===== src/rtl/hot_key_buffer.sv =====
// hot_key_buffer: captures hot keys reported by the count-min sketch,
// suppresses re-reports of recently captured keys through a small recent-key
// filter, queues accepted entries in a first-word-fall-through FIFO toward
// the host drain logic, and keeps saturating profiling counters.
module hot_key_buffer #(
   parameter int KEY_WIDTH    = 32,
   parameter int CNT_WIDTH    = 16,
   parameter int FIFO_DEPTH   = 64,
   parameter int FILTER_DEPTH = 8,
   parameter int STAT_WIDTH   = 32
) (
   input  logic                          clk,
   input  logic                          rst,
   input  logic                          hot_valid_i,
   input  logic [KEY_WIDTH-1:0]          key_i,
   input  logic [CNT_WIDTH-1:0]          cnt_i,
   input  logic                          clear_i,
   input  logic                          filter_en_i,
   output logic                          out_valid_o,
   input  logic                          out_ready_i,
   output logic [KEY_WIDTH-1:0]          out_key_o,
   output logic [CNT_WIDTH-1:0]          out_cnt_o,
   output logic [$clog2(FIFO_DEPTH):0]   level_o,
   output logic [STAT_WIDTH-1:0]         accepted_cnt_o,
   output logic [STAT_WIDTH-1:0]         dup_cnt_o,
   output logic [STAT_WIDTH-1:0]         drop_cnt_o
);

   localparam int AW = $clog2(FIFO_DEPTH);
   localparam int FW = (FILTER_DEPTH > 1) ? $clog2(FILTER_DEPTH) : 1;
   localparam logic [AW:0]   LVL_FULL = (AW+1)'(FIFO_DEPTH);
   localparam logic [AW:0]   LVL_ONE  = (AW+1)'(1);
   localparam logic [AW-1:0] PTR_ONE  = AW'(1);
   localparam logic [FW-1:0] FLT_LAST = FW'(FILTER_DEPTH-1);
   localparam logic [FW-1:0] FLT_ONE  = FW'(1);

   typedef struct packed {
      logic [KEY_WIDTH-1:0] key;
      logic [CNT_WIDTH-1:0] cnt;
   } entry_t;

   entry_t                               mem [FIFO_DEPTH];
   entry_t                               head_e;
   logic [AW-1:0]                        head, tail;
   logic [AW:0]                          level;
   logic [FILTER_DEPTH-1:0][KEY_WIDTH-1:0] flt_key;
   logic [FILTER_DEPTH-1:0]              flt_vld;
   logic [FILTER_DEPTH-1:0]              flt_hit;
   logic [FW-1:0]                        flt_ptr;
   logic                                 flush, dup, full, pop, push;
   logic                                 dup_evt, drop_evt;
   logic [STAT_WIDTH-1:0]                acc_q, dup_q, drop_q;

   function automatic logic [STAT_WIDTH-1:0] sat_inc(input logic [STAT_WIDTH-1:0] v);
      return (v == '1) ? v : v + STAT_WIDTH'(1);
   endfunction

   // One comparator per filter slot; only valid slots can match.
   for (genvar i = 0; i < FILTER_DEPTH; i++) begin : g_flt
      assign flt_hit[i] = flt_vld[i] && (flt_key[i] == key_i);
   end

   assign flush       = rst || clear_i;
   assign dup         = filter_en_i && (|flt_hit);
   assign out_valid_o = (level != '0);
   assign full        = (level == LVL_FULL);
   assign pop         = out_valid_o && out_ready_i;
   // A pop in the same cycle frees the slot, so a full FIFO still accepts.
   assign push        = hot_valid_i && !dup && (!full || pop);
   assign dup_evt     = hot_valid_i && dup;
   assign drop_evt    = hot_valid_i && !dup && full && !pop;

   assign head_e    = mem[head];
   assign out_key_o = out_valid_o ? head_e.key : '0;
   assign out_cnt_o = out_valid_o ? head_e.cnt : '0;
   assign level_o   = level;

   assign accepted_cnt_o = acc_q;
   assign dup_cnt_o      = dup_q;
   assign drop_cnt_o     = drop_q;

   // Entry storage; contents need no reset because reads are gated by level.
   always_ff @(posedge clk) begin
      if (push && !flush) mem[tail] <= '{key: key_i, cnt: cnt_i};
   end

   // Head/tail pointers wrap naturally; occupancy lives only in level.
   always_ff @(posedge clk) begin
      if (flush) begin
         head  <= '0;
         tail  <= '0;
         level <= '0;
      end else begin
         if (push) tail <= tail + PTR_ONE;
         if (pop)  head <= head + PTR_ONE;
         unique case ({push, pop})
            2'b10:   level <= level + LVL_ONE;
            2'b01:   level <= level - LVL_ONE;
            default: level <= level;
         endcase
      end
   end

   // Recent-key filter: round-robin overwrite of the oldest slot on accept.
   always_ff @(posedge clk) begin
      if (flush) begin
         flt_vld <= '0;
         flt_ptr <= '0;
      end else if (push) begin
         flt_key[flt_ptr] <= key_i;
         flt_vld[flt_ptr] <= 1'b1;
         flt_ptr          <= (flt_ptr == FLT_LAST) ? '0 : flt_ptr + FLT_ONE;
      end
   end

   // Saturating profiling counters.
   always_ff @(posedge clk) begin
      if (flush) begin
         acc_q  <= '0;
         dup_q  <= '0;
         drop_q <= '0;
      end else begin
         if (push)     acc_q  <= sat_inc(acc_q);
         if (dup_evt)  dup_q  <= sat_inc(dup_q);
         if (drop_evt) drop_q <= sat_inc(drop_q);
      end
   end

endmodule


===== config.mk =====
export PLATFORM = sky130hd
export DESIGN_NAME = hot_key_buffer
export DESIGN_NICKNAME = d
export VERILOG_FILES = /design/src/rtl/hot_key_buffer.sv
export SDC_FILE = /design/constraint.sdc
export NUM_CORES = 2
export LEC_CHECK = 0
export CAP_MARGIN = 20
export CORE_ASPECT_RATIO = 0.75
export CORE_MARGIN = 2
export CORE_UTILIZATION = 45
export CTS_CLUSTER_DIAMETER = 100
export DETAILED_ROUTE_END_ITERATION = 6
export GPL_ROUTABILITY_DRIVEN = 0
export HOLD_SLACK_MARGIN = 0.05
export PLACE_DENSITY_LB_ADDON = 0.3
export RECOVER_POWER = 25
export SLEW_MARGIN = 25
export SYNTH_ARGS = -nofsm -noshare
export SYNTH_HDL_FRONTEND = slang
export SYNTH_SLANG_ARGS = --single-unit

===== constraint.sdc =====
create_clock -name clk -period 11.03 [get_ports clk]
set_input_delay 2.206 -clock clk [delete_from_list [all_inputs] [get_ports clk]]
set_output_delay 2.206 -clock clk [all_outputs]
set_load 0.03 [all_outputs]

==> flow_summary_export.csv <==
group,metric,value,unit
setup_path,r2r_end,"mem[2][14]",
timing,final.min_clock_period,9295,ps
synthesis,synth_xor_area_share,1.870,%
synthesis,synth_nets,6007,
outcome,status,"complete, but fails checks",
placement,dp_hpwl,191400,um
outcome,violations,"max-capacitance violations, max-slew violations",
synthesis,synth_cell_types,54,
cells_and_area,design_area,151800,um^2
cts,cts_hold_buf,0,
cts,cts.htree.levels,5,
timing,worst_slew_pin_slew,4053,ps
grt,grt_pass1_wl,499000,um
cts,clk_pin_slew,60,ps
synthesis,yosys.area_share.simple,2.401,%
timing,slew_viol_final,2055,
drt,via_per_inst,6.217,
synthesis,syn_area,134000,um^2
synthesis,synth-adder-area-share,0.1363,%
drt,vias,65570,
synthesis,synth-edff-count,3328,
synthesis,yosys-top-cells-count,"edfxtp_1, mux4_2, clkbuf_1, xnor2_1, xor2_1",
grt,grt_pass1_vias,64730,
setup_path,cp-startpoint,"key_i[5]",
timing,hold_viol,0,
floorplan,rows,173,
floorplan,fp.dieH,476.6,um
drt,first_pass_iters,5,
floorplan,start_util,45.21,%
worst_hold_path,hold_class,"reg -> reg",
timing,fmax,107.6,MHz
grt,gr-total-overflow,0,
timing,rsz0062_at_grt,"false",
cells_and_area,multi_input_area,30370,um^2
cts,cts_sinks,3460,
floorplan,coreArea,296300,um^2
synthesis,synth_async_sr_flop_share,0,%
floorplan,die-area,302200,um^2
synthesis,ys_top_cells_by_area,"edfxtp_1, mux4_2, dfxtp_1, xnor2_1, xor2_1",
pwr,peakVddDrop,0.1284,mV
timing,relSlewSlack,-170.2,%
setup_path,path_max_fanout,80,
drt,postRouteAntennaNets,0,
setup_path,r2r_start,"flt_key[35]",
cells_and_area,nets,6431,
setup_path,required,11530,ps
synthesis,avgSynthCellArea,22.56,um^2
cts,numCtsBuffers,334,
cts,cts_resized,0,
synthesis,synth_compound_area_share,0.9301,%
cts,cts_tree,"built",
grt,track_usage,23.39,%
placement,placed_cell_area,141500,um^2
grt,grt_max_degree,142,
floorplan,die_w,634.1,um
drt,avgRoutedWirePerCell,33.68,um
placement,portBuffers,205,
pwr,power_leakage,44.90,nW
flow_run,maxCapViolations,40,
timing,period_share,84.27,%
synthesis,synthCells,5939,
cells_and_area,drive_gt1_share,26.30,%
synthesis,ys_seq_area_share,76.56,%
timing,finClkSkew,85.40,ps
setup_path,r2r_cells,12,
setup_path,path_class,"in -> reg",
synthesis,synth-seq-cells,3460,
synthesis,synth_mux_area_share,16.94,%
grt,antenna_found_initial,21,
cts,cts_buffer_depth,4,
synthesis,synth_top_family_by_area,"multiplexers",
timing,tns,0,ps
floorplan,ios,206,
synthesis,post-synth-top-count-cell,"edfxtp_1",
cells_and_area,register_area,102600,um^2
synthesis,synth_largest_area_cell,"edfxtp_1",
synthesis,synth_flop_cell,"edfxtp_1",
synthesis,yosysTopAreaCellShare,74.59,%
worst_hold_path,hold_path_startpoint,"flt_vld[0]",
cells_and_area,fillers,22720,
worst_hold_path,hold_depth,1,
setup_path,regToRegSetupSlack,5760,ps
pwr,p_per_area,172.0,nW/um^2
cts,root_buffer,"clkbuf_16",
cts,postCtsSetupRepairBufs,0,
drt,route.detailed.drc,0,
cells_and_area,syn2layout_area_growth,13.26,%
synthesis,ys_warn_count,0,
setup_path,end_kind,"flop",
setup_path,worstPathArrival,9800,ps
drt,wl,355100,um
setup_path,start_kind,"input port",
cts,clock_latency,910,ps
timing,fin_worst_hold_slack,492.5,ps
worst_hold_path,hold_end,"flt_vld[0]",
drt,drt_iter0_drc,9834,
timing,setup_viol,0,
[cells in the final DEF (no fill, tap or decap), types with 20 or more instances in the layout]
cell and n:
xor2_1 138, clkinv_1 73, inv_1 25, nand4_1 65, clkbuf_1 113, clkbuf_16 345, nand2_1 83, and3_1 33
a21oi_1 52, or3_1 42, or4_1 26, mux2i_1 53, nor2_1 75, buf_4 185, nor2_4 47, clkdlybuf4s50_1 157
a211oi_1 49, edfxtp_1 3328, mux4_2 984, clkinv_2 53, o31ai_1 24, xnor2_1 148, nor2b_1 54, dfxtp_1 126
nand3_1 54, nor4_1 42, nor3_1 20
[power breakdown]
group / internal [W] / switching (W)
Sequential: 0.0144 / 0.0000108
Combinational: 0.000262 / 0.000519
Clock: 0.00611 / 0.00478
Total: 0.0208 / 0.00531
[area by class of cell]
| class | instances | share of cell area, % |
|---|---|---|
| Sequential cell | 3460 | 67.61 |
| Multi-Input combinational cell | 2123 | 20.02 |
| Clock buffer | 417 | 5.922 |
| Tap cell | 3937 | 3.246 |
| Timing Repair Buffer | 418 | 2.337 |
| Clock inverter | 161 | 0.7957 |
| Inverter | 26 | 0.06431 |
| Antenna cell | 4 | 0.006596 |
[kinds of logic (layout without fill, tap and decap cells)]
| family | Yosys count | in the layout |
|---|---|---|
| AOI/OAI and AO/OA | 184 | 184 |
| xor gates and xnor gates | 286 | 286 |
| adders and majority gates | 14 | 14 |
| buffers and inverters | 356 | 1022 |
| DFF | 3460 | 3460 |
| muxes | 1037 | 1037 |
| other | 0 | 4 |
| and+or+nand+nor | 602 | 602 |
[through the flow]
step                util, %  setup slack (ps)  total power (W)  instances
floorplan                 -              1838          0.01509       5939
global placement      47.75              3273          0.01547       9959
detailed placement    47.77              3092          0.01548       9961
CTS                   51.21              2683          0.02626      10540
global route          51.21              1296          0.02681      10540
finish                51.21              1735          0.02610      10550
[state kept, by name, summed over array words and instances, names as in the netlist, named ones only]
register        flops
mem              3072
flt_key           256
accepted_cnt_o     32
drop_cnt_o         32
dup_cnt_o          32
flt_vld             8
level_o             7
head                6
tail                6
flt_ptr             3
[how the worst max path moves through the flow]
stage | slack, ps | to
floorplan | 1840 | mem[27][0]
global placement | 3270 | mem[2][46]
detailed placement | 3090 | mem[2][4]
CTS | 2680 | out_key_o[7]
global route | 1300 | mem[2][33]
finish | 1740 | mem[2][14]
[worst max-delay path, cell delays in order]
cell      delay, ps
clkbuf_1        130
clkbuf_1       2760
xnor2_1         330
nand4_1         230
nor4_1           80
nand4_1         180
o22ai_1         170
o41ai_4         220
buf_4           370
and2_1          180
buf_4           320
nand3_1         690
nor2_4         1000
buf_4           720
[layer usage]
| layer | vias up | wire length, um | share of wire (%) | track usage [%] |
|---|---|---|---|---|
| li1 | 25910 | - | - | - |
| met1 | 35500 | 148600 | 42 | 35.75 |
| met2 | 3631 | 159000 | 45 | 34.21 |
| met3 | 522 | 38970 | 11 | 5.524 |
| met4 | 6 | 8544 | 2.4 | 5.536 |
| met5 | - | 47 | 0.013 | 0 |
Power figures use the tool's default switching activity.
